`config.mk`:
```
export PLATFORM = sky130hd
export DESIGN_NAME = tag_compare_flat
export DESIGN_NICKNAME = d
export VERILOG_FILES = /design/src/rtl/tag_compare_if.sv /design/src/rtl/tag_compare.sv /design/src/flat_wrapper.sv
export SDC_FILE = /design/constraint.sdc
export NUM_CORES = 1
export LEC_CHECK = 0
export CAP_MARGIN = 10
export CORE_AREA = 2 2 185 187
export CTS_CLUSTER_SIZE = 25
export DETAILED_ROUTE_END_ITERATION = 8
export DIE_AREA = 0 0 187 189
export PLACE_DENSITY_LB_ADDON = 0.3
export SLEW_MARGIN = 20
export SYNTH_ARGS = -nofsm -noshare
export SYNTH_HDL_FRONTEND = slang
export SYNTH_SLANG_ARGS = --single-unit
```
`constraint.sdc`:
```
create_clock -name clk -period 17.5 [get_ports clk]
set_clock_uncertainty 0.15 [all_clocks]
set_input_delay 3.5 -clock clk [delete_from_list [all_inputs] [get_ports clk]]
set_output_delay 3.5 -clock clk [all_outputs]
set_load 0.005 [all_outputs]
```
`src/rtl/tag_compare_if.sv`:
```
// Bus bundle for tag_compare: tag FIFO pop side, memory-controller tag response
// channel, hit/miss result channel and the statistics counters.
interface tag_compare_if #(
    parameter int ADDR_WIDTH   = 64,
    parameter int TID_WIDTH    = 16,
    parameter int INDEX_WIDTH  = 24,
    parameter int OFFSET_WIDTH = 6,
    parameter int RTAG_WIDTH   = 56,
    parameter int RDATA_WIDTH  = 72,
    parameter int CNT_WIDTH    = 32
) ();
    localparam int TAG_WIDTH = ADDR_WIDTH - INDEX_WIDTH - OFFSET_WIDTH;

    logic                              fifo_aempty_i;
    logic                              fifo_rden_o;
    logic [ADDR_WIDTH+TID_WIDTH:0]     fifo_data_i;
    logic [RTAG_WIDTH-1:0]             rtag_i;
    logic [RDATA_WIDTH-1:0]            rdata_i;
    logic                              rvalid_i;
    logic                              rready_o;
    logic                              res_valid_o;
    logic                              res_ready_i;
    logic                              res_hit_o;
    logic                              res_write_o;
    logic                              res_dirty_o;
    logic [ADDR_WIDTH-1:0]             res_addr_o;
    logic [TID_WIDTH-1:0]              res_tid_o;
    logic [TAG_WIDTH-1:0]              res_victim_tag_o;
    logic [RDATA_WIDTH-1:0]            res_data_o;
    logic [CNT_WIDTH-1:0]              hit_cnt_o;
    logic [CNT_WIDTH-1:0]              miss_cnt_o;

    modport slave (
        input  fifo_aempty_i, fifo_data_i, rtag_i, rdata_i, rvalid_i, res_ready_i,
        output fifo_rden_o, rready_o, res_valid_o, res_hit_o, res_write_o, res_dirty_o,
               res_addr_o, res_tid_o, res_victim_tag_o, res_data_o, hit_cnt_o, miss_cnt_o
    );

    modport master (
        output fifo_aempty_i, fifo_data_i, rtag_i, rdata_i, rvalid_i, res_ready_i,
        input  fifo_rden_o, rready_o, res_valid_o, res_hit_o, res_write_o, res_dirty_o,
               res_addr_o, res_tid_o, res_victim_tag_o, res_data_o, hit_cnt_o, miss_cnt_o
    );
endinterface

```
`src/rtl/tag_compare.sv`:
```
// Tag FIFO consumer: pops one request, waits for its in-order tag response,
// compares tags and presents a hit/miss record; keeps saturating hit/miss counts.
module tag_compare #(
    parameter int ADDR_WIDTH   = 64,
    parameter int TID_WIDTH    = 16,
    parameter int INDEX_WIDTH  = 24,
    parameter int OFFSET_WIDTH = 6,
    parameter int RTAG_WIDTH   = 56,
    parameter int RDATA_WIDTH  = 72,
    parameter int CNT_WIDTH    = 32
) (
    input  logic           clk,
    input  logic           rst,
    tag_compare_if.slave   bus
);
    localparam int TAG_WIDTH = ADDR_WIDTH - INDEX_WIDTH - OFFSET_WIDTH;

    generate
        if (TAG_WIDTH > RTAG_WIDTH - 2) begin : g_bad_tag_width
            $error("tag_compare: TAG_WIDTH exceeds RTAG_WIDTH-2");
        end
    endgenerate

    typedef enum logic [1:0] {IDLE, LOAD, WAIT_TAG, RESP} state_t;

    state_t                   state_q, state_d;
    logic                     rden, rready, res_valid, load_en, cap_en;

    logic                     req_write_q;
    logic [ADDR_WIDTH-1:0]    req_addr_q;
    logic [TID_WIDTH-1:0]     req_tid_q;
    logic                     hit_q, dirty_q;
    logic [TAG_WIDTH-1:0]     vtag_q;
    logic [RDATA_WIDTH-1:0]   data_q;
    logic [CNT_WIDTH-1:0]     hit_cnt_q, miss_cnt_q;

    logic                     r_vld, r_dirty, tag_hit;
    logic [TAG_WIDTH-1:0]     r_tag, req_tag;
    logic                     unused_rtag_bits;

    assign r_vld   = bus.rtag_i[RTAG_WIDTH-1];
    assign r_dirty = bus.rtag_i[RTAG_WIDTH-2];
    assign r_tag   = bus.rtag_i[TAG_WIDTH-1:0];
    assign req_tag = req_addr_q[ADDR_WIDTH-1 -: TAG_WIDTH];
    assign tag_hit = r_vld && (r_tag == req_tag);
    // Bits between the stored tag and the valid/dirty flags carry nothing here.
    assign unused_rtag_bits = ^bus.rtag_i[RTAG_WIDTH-3:TAG_WIDTH];

    always_comb begin
        state_d   = state_q;
        rden      = 1'b0;
        rready    = 1'b0;
        res_valid = 1'b0;
        load_en   = 1'b0;
        cap_en    = 1'b0;
        case (state_q)
            IDLE: begin
                rden = ~bus.fifo_aempty_i;
                if (!bus.fifo_aempty_i) state_d = LOAD;
            end
            LOAD: begin
                load_en = 1'b1;
                state_d = WAIT_TAG;
            end
            WAIT_TAG: begin
                rready = 1'b1;
                if (bus.rvalid_i) begin
                    cap_en  = 1'b1;
                    state_d = RESP;
                end
            end
            RESP: begin
                res_valid = 1'b1;
                if (bus.res_ready_i) state_d = IDLE;
            end
            default: state_d = IDLE;
        endcase
    end

    // The pop strobe is combinational from IDLE, so it must be forced low while reset is held.
    assign bus.fifo_rden_o = rden & ~rst;
    assign bus.rready_o    = rready;
    assign bus.res_valid_o = res_valid;

    always_ff @(posedge clk or posedge rst) begin
        if (rst) begin
            state_q     <= IDLE;
            req_write_q <= 1'b0;
            req_addr_q  <= '0;
            req_tid_q   <= '0;
            hit_q       <= 1'b0;
            dirty_q     <= 1'b0;
            vtag_q      <= '0;
            data_q      <= '0;
            hit_cnt_q   <= '0;
            miss_cnt_q  <= '0;
        end else begin
            state_q <= state_d;
            if (load_en) begin
                req_write_q <= bus.fifo_data_i[ADDR_WIDTH+TID_WIDTH];
                req_addr_q  <= bus.fifo_data_i[ADDR_WIDTH+TID_WIDTH-1:TID_WIDTH];
                req_tid_q   <= bus.fifo_data_i[TID_WIDTH-1:0];
            end
            if (cap_en) begin
                hit_q   <= tag_hit;
                dirty_q <= r_vld & ~tag_hit & r_dirty;
                vtag_q  <= r_tag;
                data_q  <= bus.rdata_i;
                if (tag_hit) begin
                    if (hit_cnt_q != '1) hit_cnt_q <= hit_cnt_q + 1'b1;
                end else begin
                    if (miss_cnt_q != '1) miss_cnt_q <= miss_cnt_q + 1'b1;
                end
            end
        end
    end

    assign bus.res_hit_o        = hit_q;
    assign bus.res_write_o      = req_write_q;
    assign bus.res_dirty_o      = dirty_q;
    assign bus.res_addr_o       = req_addr_q;
    assign bus.res_tid_o        = req_tid_q;
    assign bus.res_victim_tag_o = vtag_q;
    assign bus.res_data_o       = data_q;
    assign bus.hit_cnt_o        = hit_cnt_q;
    assign bus.miss_cnt_o       = miss_cnt_q;
endmodule

```
`src/flat_wrapper.sv`:
```
// flat-port wrapper written by rule: the top's interface ports become plain ports
module tag_compare_flat 
#(
    parameter int ADDR_WIDTH   = 64,
    parameter int TID_WIDTH    = 16,
    parameter int INDEX_WIDTH  = 24,
    parameter int OFFSET_WIDTH = 6,
    parameter int RTAG_WIDTH   = 56,
    parameter int RDATA_WIDTH  = 72,
    parameter int CNT_WIDTH    = 32
)
  (clk, rst, bus_fifo_aempty_i, bus_fifo_data_i, bus_rtag_i, bus_rdata_i, bus_rvalid_i, bus_res_ready_i, bus_fifo_rden_o, bus_rready_o, bus_res_valid_o, bus_res_hit_o, bus_res_write_o, bus_res_dirty_o, bus_res_addr_o, bus_res_tid_o, bus_res_victim_tag_o, bus_res_data_o, bus_hit_cnt_o, bus_miss_cnt_o);
  tag_compare_if #(.ADDR_WIDTH(ADDR_WIDTH), .TID_WIDTH(TID_WIDTH), .INDEX_WIDTH(INDEX_WIDTH), .OFFSET_WIDTH(OFFSET_WIDTH), .RTAG_WIDTH(RTAG_WIDTH), .RDATA_WIDTH(RDATA_WIDTH), .CNT_WIDTH(CNT_WIDTH)) bus_i ();
  input  logic clk;
  input  logic rst;
  input wire logic [$bits(bus_i.fifo_aempty_i)-1:0] bus_fifo_aempty_i;
  input wire logic [$bits(bus_i.fifo_data_i)-1:0] bus_fifo_data_i;
  input wire logic [$bits(bus_i.rtag_i)-1:0] bus_rtag_i;
  input wire logic [$bits(bus_i.rdata_i)-1:0] bus_rdata_i;
  input wire logic [$bits(bus_i.rvalid_i)-1:0] bus_rvalid_i;
  input wire logic [$bits(bus_i.res_ready_i)-1:0] bus_res_ready_i;
  output wire logic [$bits(bus_i.fifo_rden_o)-1:0] bus_fifo_rden_o;
  output wire logic [$bits(bus_i.rready_o)-1:0] bus_rready_o;
  output wire logic [$bits(bus_i.res_valid_o)-1:0] bus_res_valid_o;
  output wire logic [$bits(bus_i.res_hit_o)-1:0] bus_res_hit_o;
  output wire logic [$bits(bus_i.res_write_o)-1:0] bus_res_write_o;
  output wire logic [$bits(bus_i.res_dirty_o)-1:0] bus_res_dirty_o;
  output wire logic [$bits(bus_i.res_addr_o)-1:0] bus_res_addr_o;
  output wire logic [$bits(bus_i.res_tid_o)-1:0] bus_res_tid_o;
  output wire logic [$bits(bus_i.res_victim_tag_o)-1:0] bus_res_victim_tag_o;
  output wire logic [$bits(bus_i.res_data_o)-1:0] bus_res_data_o;
  output wire logic [$bits(bus_i.hit_cnt_o)-1:0] bus_hit_cnt_o;
  output wire logic [$bits(bus_i.miss_cnt_o)-1:0] bus_miss_cnt_o;
  assign bus_i.fifo_aempty_i = bus_fifo_aempty_i;
  assign bus_i.fifo_data_i = bus_fifo_data_i;
  assign bus_i.rtag_i = bus_rtag_i;
  assign bus_i.rdata_i = bus_rdata_i;
  assign bus_i.rvalid_i = bus_rvalid_i;
  assign bus_i.res_ready_i = bus_res_ready_i;
  assign bus_fifo_rden_o = bus_i.fifo_rden_o;
  assign bus_rready_o = bus_i.rready_o;
  assign bus_res_valid_o = bus_i.res_valid_o;
  assign bus_res_hit_o = bus_i.res_hit_o;
  assign bus_res_write_o = bus_i.res_write_o;
  assign bus_res_dirty_o = bus_i.res_dirty_o;
  assign bus_res_addr_o = bus_i.res_addr_o;
  assign bus_res_tid_o = bus_i.res_tid_o;
  assign bus_res_victim_tag_o = bus_i.res_victim_tag_o;
  assign bus_res_data_o = bus_i.res_data_o;
  assign bus_hit_cnt_o = bus_i.hit_cnt_o;
  assign bus_miss_cnt_o = bus_i.miss_cnt_o;
  tag_compare #(.ADDR_WIDTH(ADDR_WIDTH), .TID_WIDTH(TID_WIDTH), .INDEX_WIDTH(INDEX_WIDTH), .OFFSET_WIDTH(OFFSET_WIDTH), .RTAG_WIDTH(RTAG_WIDTH), .RDATA_WIDTH(RDATA_WIDTH), .CNT_WIDTH(CNT_WIDTH)) u_core (.clk(clk), .rst(rst), .bus(bus_i));
endmodule
```
### Word level (Yosys, flattened, before mapping)

Index checks and enable logic that the tools add are counted.
Widths: inputs -> output; s select.

* bits in registers: 255
* bits in latches: 0
* memory bits (writable): 0
* bits in read-only memories: 0
* bits of input ports: 214
* output and inout bits: 256
* word-level logic and storage cells: 42
* memories kept: 0

* add/subtract/negate cells: 2
* multiply operators: 0
* divide/modulo/power cells: 0
* order comparisons: 0
* equal/unequal tests: 9
* shift operators: 0
* muxes and demuxes: 10
* bitwise gates (word level): 6
* reduce and logical (&&, ||, !) cells: 5

Operator list (count)
* $add 32x1->32 const B: 2
* $ne 32x32->1 const B: 2
* $eq 34x34->1: 1
* $reduce_and 3->1: 3
* $pmux 2 s4: 1
* $mux 1: 6
* $mux 2: 3
* $ne 2x2->1 const B: 3
* $eq 2x2->1 const B: 2
* $and 1x1->1: 3
* $not 1->1: 3
* $eq 2x1->1 const B: 1
* $logic_not 2->1: 1
* $logic_and 1x1->1: 1

### Longest topological paths before layout

Gate-level depths: netlist (run 1).

* word-level depth: 5
* mapped depth: 9
* depth with buffers taken out: 8

### Worst setup path after synthesis (run 1)

OpenSTA, ideal clock, no wires.

* path type: input -> output
* start: in bus_fifo_aempty_i
* end: out bus_fifo_rden_o
* arrival time: 3716 ps
* data required time: 13850 ps
* slack: 10134 ps
* stages on the path: 1
* path buffers: 0
* cell sequence: nor3b_1

* word-level cells in the longest chain between the ends: 3

RTL lines
* start, declared: RTL line flat_wrapper.sv:16 `input wire logic [$bits(bus_i.fifo_aempty_i)-1:0] bus_fifo_aempty_i;`
* $not 1->1: RTL line tag_compare.sv:58 `rden = ~bus.fifo_aempty_i;`
* $mux 1: RTL line tag_compare.sv:56 `case (state_q)`
* $and 1x1->1: RTL line tag_compare.sv:81 `assign bus.fifo_rden_o = rden & ~rst;`
* end, declared: RTL line flat_wrapper.sv:22 `output wire logic [$bits(bus_i.fifo_rden_o)-1:0] bus_fifo_rden_o;`

Every way passes these cells.

### Worst setup path in the final report (run 1)

* start: in rst
* end: out bus_fifo_rden_o

* word-level cells in the longest chain between the ends: 2

RTL lines
* start, declared: RTL line flat_wrapper.sv:15 `input logic rst;`
* $not 1->1: RTL line tag_compare.sv:81
* $and 1x1->1: RTL line tag_compare.sv:81

Every way passes these cells.

==> run summary, run 1 <==
outcome = finished clean
# DRC = 0
clock sink count = 255
Via density = 4.64
initial antenna violation count = 0
DP HPWL = 24400 um
Ys Warns = 0
Worst EP required = 13.85 ns
final instance area = 16600 um^2
Port Buffers = 449
Seq cells post-synth = 255
crit-path most repeated cell = clkdlybuf4s50_1
largest net degree at the start of global routing = 127
Worst Setup End Kind = output port
first-pass GRT wire length = 53300 um
met3 wire length = 2800 um
CTS root buf = clkbuf_16
CTS Buffer Depth = 3
static leakage = 7.28 nW
CP max stage delay = 0.53 ns
Final setup viols = 0
setup bufs post-CTS = 0
Layout Nets = 1656
Post-Syn Area = 10700 um^2
syn nets = 1212
Psw = 0.780 mW
worst reg2reg setup slack = 14.14 ns
RePlAce Congestion = 0.779
antenna cells = 0
Comb power frac = 38.4%
Die Outline Area = 35300 um^2
final slew viol count = 0
Worst Path Max Fanout = 2
initial core utilization = 32.0%
placed inst area = 15600 um^2
Tcrit/Tclk final = 48.0%
most frequent cells in the layout = clkdlybuf4s50_1 (449), nand2_1 (352), dfrtp_1 (255)
Max Freq = 119 MHz
Worst-path clk slew = 0.06 ns
Final TNS setup = 0 ns
post-layout util = 49.9%
MaxCap Viol Count = 0
Worst Hold Class = reg2reg
Horiz. Die Dim = 187 um
core area = 33300 um^2
Die Y = 189 um
drt total wl = 33700 um
CP Data Arrival Time = 4.76 ns
Seq/Total Area, Yosys = 59.8%
Setup CP Type = in2out
area delta synth->final = 55.7%
Pint = 1.79 mW
unrepaired setup endpoints after global routing = no
cts-stage hold buffer count = 0
M1 WL = 13500 um
gr ovfl total = 0
H-tree Lvls = 1
CTS tree = yes
post-synth cell types = 31
Num CTS Buffers = 29
Tightest Pin Transition = 1.09 ns
IR drop worst, VDD = 0.117 mV
Initial DRC Count = 452
wire length on met2 = 16700 um
Post-Synthesis Cells = 991
Vias = 8826
post-CTS sizing = 0
vias in the first global route = 9185
Switching Share = 30.4%
final hold violation count = 0
Post-DRT Antenna Nets = 0
share of cells above drive strength 1 = 9.89%
Seq pwr share = 37.1%
clock network power share = 24.5%
Avg Inst Size Synth = 10.8 um^2
1st-pass router iterations = 4
Worst slew margin = 27.2%
row count = 67
uppermost layer routed = met4
cell area power density = 154 nW/um^2
most common cell after layout, fill and taps aside = clkdlybuf4s50_1
crit-path cells = clkdlybuf4s50_1 > nor3b_1 > clkdlybuf4s50_1
I/O pins = 470
gr usage total = 18.9%
clk_lat worst skew = 0.55 ns
Wirelength per Cell = 17.7 um
startpoint class of the critical path = input port
Min Clock Period, post-route = 8.41 ns
Slowest-stage cell, CP = clkdlybuf4s50_1
cell type report:
type	instances	area [um^2]
fill	3071	16700
sequential	255	6380
timing repair buffer	455	4540
multi-input combinational	687	4110
clock buffer	41	841
tap	448	561
clock inverter	11	140
inverter	7	33.8
metrics by stage:
| stage | worst slack, ns | instances | total power, mW | hold slack (ns) |
|---|---|---|---|---|
| after floorplan | 6.84 | 991 | 1.33 | 0.320 |
| after global routing | 9.01 | 1904 | 2.73 | 0.331 |
| after detailed placement | 9.10 | 1852 | 1.96 | 0.311 |
| after global placement | 9.10 | 1852 | 1.95 | 0.308 |
| after CTS | 9.09 | 1904 | 2.61 | 0.326 |
| final | 9.09 | 1904 | 2.56 | 0.319 |
worst paths after layout:
path	start	end	cells past startpoint
hold / removal	u_core.bus.res_data_o[44]	u_core.bus.res_data_o[44]	2
setup / recovery	rst	bus_fifo_rden_o	3
max in group asynchronous	rst	u_core.bus.res_data_o[7]	4
setup reg to reg	u_core.bus.res_addr_o[57]	u_core.bus.miss_cnt_o[1]	6
min in group asynchronous	rst	u_core.bus.miss_cnt_o[14]	2
hold reg to reg	u_core.bus.res_data_o[44]	u_core.bus.res_data_o[44]	2
power by group through the flow:
stage	Clock, mW	Combinational, mW	Sequential (mW)
2_1_floorplan	0	0.367	0.961
3_5_place_dp	0	1.00	0.961
4_1_cts	0.648	1.01	0.954
6_report	0.627	0.986	0.952
3_3_place_gp	0	0.994	0.951
5_1_grt	0.674	1.07	0.983
worst max-delay path, delay by kind of cell:
kind	cells	cell delay [ns]
buf+inv	2	1.04
simple gates	1	0.22
state kept, by name (all words and copies together), names as in the netlist:
signal / count
u_core.bus.hit_cnt_o: 32
u_core.bus.miss_cnt_o: 32
u_core.bus.res_addr_o: 64
u_core.bus.res_data_o: 72
u_core.bus.res_dirty_o: 1
u_core.bus.res_hit_o: 1
u_core.bus.res_tid_o: 16
u_core.bus.res_victim_tag_o: 34
u_core.bus.res_write_o: 1
u_core.state_q: 2
routing by layer:
metal / track usage [%] / vias to the layer above
met4: 4.33 / 0
met1: 23.2 / 4300
li1: - / 4167
met5: 0 / -
met3: 5.95 / 49
met2: 32.7 / 310
synthesized netlist by cell type:
library cell	instances	share of area, %
buf_2	2	0.094
clkbuf_1	37	1.3
a21oi_1	1	0.047
nor4_1	12	0.70
nor3_1	9	0.42
a22oi_1	1	0.070
dfrtp_1	255	60
and3_1	21	1.2
and4_1	4	0.33
xor2_1	35	2.9
o21ai_0	3	0.14
xnor2_1	61	5.0
nor2_1	15	0.53
nand4_1	42	2.5
mux2_2	83	8.8
nand2_1	353	12
a311o_1	1	0.094
and2_1	1	0.059
nor3b_1	4	0.28
nor2b_1	1	0.059
ha_1	7	0.82
nor4_2	1	0.12
buf_4	2	0.14
nor4_4	1	0.20
a21boi_0	2	0.14
or4_1	1	0.070
nand4b_1	2	0.16
inv_1	7	0.25
nand3_1	24	1.1
and4_4	2	0.21
buf_1	1	0.035
logic make-up after synthesis:
| logic type | after synthesis | share of synthesized area, % |
|---|---|---|
| buffers and inverters | 49 | 1.82 |
| DFF | 255 | 59.8 |
| AOI/OAI and AO/OA | 8 | 0.493 |
| muxes | 83 | 8.76 |
| and+or+nand+nor | 493 | 20.4 |
| xor gates and xnor gates | 96 | 7.88 |
| adders and majority gates | 7 | 0.821 |
No activity file was read; power rests on OpenSTA's default activity.
==> run 2, diff against run 1 <==
--- a/config.mk
+++ b/config.mk
@@ -6,10 +6,10 @@
 export NUM_CORES = 1
 export LEC_CHECK = 0
 export CAP_MARGIN = 10
-export CORE_AREA = 2 2 185 187
+export CORE_AREA = 2 2 183 185
 export CTS_CLUSTER_SIZE = 25
 export DETAILED_ROUTE_END_ITERATION = 8
-export DIE_AREA = 0 0 187 189
+export DIE_AREA = 0 0 185 187
 export PLACE_DENSITY_LB_ADDON = 0.3
 export SLEW_MARGIN = 20
 export SYNTH_ARGS = -nofsm -noshare
==> constraint.sdc (replaced) <==
create_clock -name clk -period 7.9 [get_ports clk]
set_clock_uncertainty 0.15 [all_clocks]
set_input_delay 1.58 -clock clk [delete_from_list [all_inputs] [get_ports clk]]
set_output_delay 1.58 -clock clk [all_outputs]
set_load 0.005 [all_outputs]
==> run summary, run 2 (synthesis results as in run 1) <==
outcome = finished clean
Comb power frac = 38.8% (+0.4 points)
Layout Nets = 1658 (+0.12%)
Final setup viols = 0 (unchanged)
Wirelength per Cell = 17.8 um (+0.70%)
Worst EP required = 8.18 ns (-5.67 ns)
Slowest-stage cell, CP = or4_1
R2R Path Start = u_core.bus.res_addr_o[49]
vias in the first global route = 8959 (-2.5%)
CTS Buffer Depth = 3 (unchanged)
cts-stage hold buffer count = 0 (unchanged)
CP Data Arrival Time = 4.94 ns (+0.18 ns)
CTS tree = yes
gr ovfl total = 0 (unchanged)
Max Freq = 215 MHz
Num CTS Buffers = 29 (unchanged)
Worst Hold Class = reg2reg
Horiz. Die Dim = 185 um (-1.1%)
origin of the worst min-delay path = u_core.bus.res_data_o[18]
Min Clock Period, post-route = 4.66 ns
Setup CP Type = in2reg
core area = 32900 um^2 (-1.3%)
worst reg2reg path endpoint = u_core.bus.miss_cnt_o[1]
area delta synth->final = 55.8% (about the same)
RePlAce Congestion = 0.804 (+3.1%)
Worst slew margin = 27.9% (+0.73 points)
Worst Hold End = u_core.bus.res_data_o[18]
startpoint class of the critical path = input port
initial antenna violation count = 0 (unchanged)
Worst Setup End Kind = flip-flop
placed inst area = 15700 um^2 (+0.15%)
Worst R2R Path Depth = 6 (unchanged)
DP HPWL = 24800 um (+1.6%)
critical path's top delay family = simple AND/OR/NAND/NOR gates
1st-pass router iterations = 4 (unchanged)
Tightest Pin Transition = 1.08 ns (-0.0109 ns)
initial core utilization = 32.5% (+0.41 points)
Pint = 3.91 mW (+120%)
largest net degree at the start of global routing = 121 (-4.7%)
Worst-path clk slew = 0.06 ns (about the same)
final hold violation count = 0 (unchanged)
Initial DRC Count = 414 (-8.4%)
Die Y = 187 um (-1.1%)
Seq pwr share = 37.5% (+0.4 points)
Psw = 1.72 mW (+120%)
share of cells above drive strength 1 = 10.1% (+0.19 points)
drt total wl = 34100 um (+0.91%)
CTS root buf = clkbuf_16
Via density = 4.61 (-0.63%)
final instance area = 16600 um^2 (about the same)
clk_lat worst skew = 0.55 ns (about the same)
static leakage = 7.29 nW (about the same)
Tcrit/Tclk final = 59.0%
worst reg2reg setup slack = 4.31 ns (-9.83 ns)
Die Outline Area = 34600 um^2 (-2.1%)
WP buf/inv = 1 (-1)
gr usage total = 19.5% (+0.59 points)
Switching Share = 30.6% (+0.19 points)
CP max stage delay = 1.10 ns (+0.57 ns)
Post-DRT Antenna Nets = 0 (unchanged)
row count = 67 (unchanged)
first-pass GRT wire length = 52700 um (-1.2%)
clock network power share = 23.6% (-0.9 points)
IR drop worst, VDD = 0.219 mV (+87%)
Final TNS setup = 0 ns (unchanged)
crit-path cells = clkdlybuf4s50_1 > xor2_1 > nor4_1 > nand3_1 > or4_1 > nand2_1 > mux2_2
clock sink count = 255 (unchanged)
# DRC = 0 (unchanged)
Hold WS = 0.319 ns (-0.000129 ns)
final slew viol count = 0 (unchanged)
number of fill cells = 3042 (-0.94%)
unrepaired setup endpoints after global routing = no
Worst Path Max Fanout = 33 (+31)
Port Buffers = 449 (unchanged)
most frequent cells in the layout = clkdlybuf4s50_1 (449), nand2_1 (352), dfrtp_1 (255)
MaxCap Viol Count = 0 (unchanged)
setup bufs post-CTS = 0 (unchanged)
number of flip-flops in the largest register = 72 (unchanged)
post-CTS sizing = 0 (unchanged)
cell area power density = 339 nW/um^2 (+120%)
H-tree Lvls = 1 (unchanged)
Vias = 8789 (-0.42%)
most common cell after layout, fill and taps aside = clkdlybuf4s50_1
I/O pins = 470 (unchanged)
WHS Path Cells = 2 (unchanged)
==> run 2: cell types whose count changed in the layout (fill, tap and decap cells not counted), sizes merged <==
cell and delta:
buf +2, bufinv -2, clkbuf +2, clkinv +2, diode +1, inv -1
==> run 2: stage by stage <==
stage          cells  power [mW]  util [%]  setup WS, ns
2_1_floorplan    991        2.94         -          2.81
3_3_place_gp    1854        4.31      47.6          2.49
3_5_place_dp    1854        4.35      47.6          2.51
4_1_cts         1907        5.73      50.5          3.09
5_1_grt         1907        5.98      50.5          2.99
6_report        1908        5.63      50.6          3.24
==> run 2: final cells by class <==
cell class / count / area (um^2) / area share (%)
diodes: 1 / 2.50 / 0.0151
clock buffers: 43 / 868 / 5.23
clock inverters: 10 / 86.3 / 0.520
inverters: 7 / 30.0 / 0.181
multi-input cells: 687 / 4110 / 24.8
flip-flops and latches: 255 / 6380 / 38.4
well taps: 448 / 561 / 3.37
repair buffers: 457 / 4570 / 27.5
==> run 2: power groups by stage <==
stage	Combinational (mW)	Clock [mW]	Sequential, mW
6_report	2.19	1.33	2.11
5_1_grt	2.38	1.43	2.17
4_1_cts	2.24	1.37	2.12
3_5_place_dp	2.22	0	2.13
3_3_place_gp	2.20	0	2.11
2_1_floorplan	0.814	0	2.13
==> run 2: how the worst max path moves through the flow <==
stage | from | endpoint | slack, ns | cells after the start
global route | bus_rtag_i[19] | u_core.bus.miss_cnt_o[1] | 2.99 | 7
CTS | bus_rtag_i[19] | u_core.bus.miss_cnt_o[1] | 3.09 | 7
global placement | bus_rtag_i[19] | u_core.bus.miss_cnt_o[1] | 2.49 | 7
floorplan | rst | u_core.bus.hit_cnt_o[0] | 2.81 | 1
finish | bus_rtag_i[19] | u_core.bus.miss_cnt_o[1] | 3.24 | 7
detailed placement | bus_rtag_i[19] | u_core.bus.miss_cnt_o[1] | 2.51 | 7
==> run 2: worst min-delay path: stages (launching register included) <==
cell and delay [ns]:
dfrtp_1 0.33, nand2_1 0.05, nand2_1 0.05
==> run 2: layer usage <==
layer,global-route usage (%),routed length (um),up-vias
met5,0,0,-
met1,24.8,14000,4263
met4,4.70,762,0
li1,-,-,4169
met2,32.9,16700,313
met3,5.35,2580,44
==> run 3, diff against run 2 <==
==> constraint.sdc (replaced) <==
create_clock -name clk -period 4.55 [get_ports clk]
set_clock_uncertainty 0.15 [all_clocks]
set_input_delay 0.91 -clock clk [delete_from_list [all_inputs] [get_ports clk]]
set_output_delay 0.91 -clock clk [all_outputs]
set_load 0.005 [all_outputs]
==> run summary, run 3 (synthesis results as in run 1) <==
Worst-path clk slew = 0.06 ns (about the same)
first-pass GRT wire length = 52400 um (-0.54%)
crit-path most repeated cell = clkdlybuf4s50_1
Final TNS setup = 0 ns (unchanged)
DP HPWL = 25100 um (+0.89%)
gr ovfl total = 0 (unchanged)
core area = 32900 um^2 (unchanged)
# DRC = 0 (unchanged)
initial core utilization = 32.5% (unchanged)
Tightest Pin Transition = 1.03 ns (-0.0512 ns)
Slowest-stage cell, CP = clkdlybuf4s50_1
final slew viol count = 0 (unchanged)
placed inst area = 15700 um^2 (+0.45%)
most frequent cells in the layout = clkdlybuf4s50_1 (449), nand2_1 (352), dfrtp_1 (255)
Min Clock Period, post-route = 3.19 ns
clock sink count = 255 (unchanged)
Comb power frac = 38.3% (-0.5 points)
Initial DRC Count = 409 (-1.2%)
Final setup viols = 0 (unchanged)
Post-DRT Antenna Nets = 0 (unchanged)
Worst Hold Class = reg2reg
WP buf/inv = 2 (+1)
CP max stage delay = 0.53 ns (-0.57 ns)
antenna cells = 0 (-1)
Worst EP required = 3.49 ns (-4.69 ns)
gr usage total = 19.5% (-0.044 points)
H-tree Lvls = 1 (unchanged)
Vias = 8888 (+1.1%)
area delta synth->final = 57.0%
MaxCap Viol Count = 0 (unchanged)
1st-pass router iterations = 4 (unchanged)
Pint = 6.99 mW (+79%)
number of fill cells = 3011 (-1.0%)
clk_lat worst skew = 0.54 ns (about the same)
Worst Path Max Fanout = 2 (-94%)
I/O pins = 470 (unchanged)
Die Y = 187 um (unchanged)
share of cells above drive strength 1 = 10.1% (+0.041 points)
drt total wl = 34100 um (+0.21%)
Seq pwr share = 36.8% (-0.7 points)
Layout Nets = 1665 (+0.42%)
post-CTS sizing = 0 (unchanged)
RePlAce Congestion = 0.813 (+1.2%)
Via density = 4.65 (+0.97%)
Wirelength per Cell = 17.9 um (about the same)
row count = 67 (unchanged)
Worst Setup End Kind = output port
number of flip-flops in the largest register = 72 (unchanged)
Num CTS Buffers = 30 (+3.4%)
outcome = finished clean
CP Data Arrival Time = 2.13 ns (-2.81 ns)
crit-path cells = clkdlybuf4s50_1 > nor3b_1 > clkdlybuf4s50_1
setup bufs post-CTS = 0 (unchanged)
CTS Buffer Depth = 3 (unchanged)
most common cell after layout, fill and taps aside = clkdlybuf4s50_1
Switching Share = 29.9% (-0.73 points)
cell area power density = 595 nW/um^2 (+76%)
Max Freq = 313 MHz
IR drop worst, VDD = 0.489 mV (+120%)
static leakage = 7.34 nW (+0.77%)
vias in the first global route = 9106 (+1.6%)
Port Buffers = 449 (unchanged)
initial antenna violation count = 0 (unchanged)
Die Outline Area = 34600 um^2 (unchanged)
unrepaired setup endpoints after global routing = no
Tcrit/Tclk final = 70.2%
Horiz. Die Dim = 185 um (unchanged)
largest net degree at the start of global routing = 85 (-30%)
Setup CP Type = in2out
cts-stage hold buffer count = 0 (unchanged)
critical path's top delay family = buffers and inverters
Worst slew margin = 31.3% (+3.4 points)
CTS root buf = clkbuf_16
clock network power share = 24.9% (+1.3 points)
CTS tree = yes
final hold violation count = 0 (unchanged)
Psw = 2.98 mW (+73%)
startpoint class of the critical path = input port
final instance area = 16700 um^2 (+0.77%)
[run 3: layout make-up]
type,count,area (um^2),area share (%)
Sequential cell,255,6380,38.1
Timing Repair Buffer,463,4640,27.7
Multi-Input combinational cell,687,4110,24.6
Clock buffer,45,888,5.31
Tap cell,448,561,3.35
Clock inverter,6,130,0.777
Inverter,7,30.0,0.179
[run 3: routing by layer]
layer	wire length (um)	GRT usage, %
met1	13700	23.7
met2	16700	33.2
met3	2670	5.80
met4	1110	5.86
met5	0	0
[run 3: worst paths after layout]
path                                           start                              end  slack, ns  cells past startpoint
max                                              rst                  bus_fifo_rden_o       1.36                      3
min                        u_core.bus.res_data_o[54]        u_core.bus.res_data_o[54]       0.32                      2
max reg2reg                        u_core.state_q[0]          u_core.bus.hit_cnt_o[1]       1.61                      7
min reg2reg                u_core.bus.res_data_o[54]        u_core.bus.res_data_o[54]       0.32                      2
max in group asynchronous                        rst  u_core.bus.res_victim_tag_o[24]       2.66                      3
min in group asynchronous                        rst        u_core.bus.res_data_o[45]       0.75                      2
[run 3: power by group through the flow]
stage | clock (mW) | sequential (mW) | combinational (mW)
final | 2.48 | 3.67 | 3.81
after global routing | 2.65 | 3.78 | 4.14
after CTS | 2.56 | 3.68 | 3.91
after detailed placement | 0 | 3.70 | 3.88
after global placement | 0 | 3.66 | 3.84
after floorplan | 0 | 3.70 | 1.41
[run 3: worst min-delay path, cell delays in order, from the launching register on]
cell and delay [ns]:
dfrtp_1 0.33, nand2_1 0.05, nand2_1 0.05
[run 3: metrics by stage]
step / hold slack (ns) / power, mW / util, % / worst slack (ns) / cells
2_1_floorplan: 0.320 / 5.11 / - / 0.132 / 991
3_3_place_gp: 0.307 / 7.50 / 47.8 / 0.783 / 1860
3_5_place_dp: 0.311 / 7.58 / 47.8 / 0.763 / 1860
4_1_cts: 0.326 / 10.1 / 50.9 / 1.35 / 1911
5_1_grt: 0.339 / 10.6 / 50.9 / 1.23 / 1911
6_report: 0.318 / 9.96 / 50.9 / 1.36 / 1911
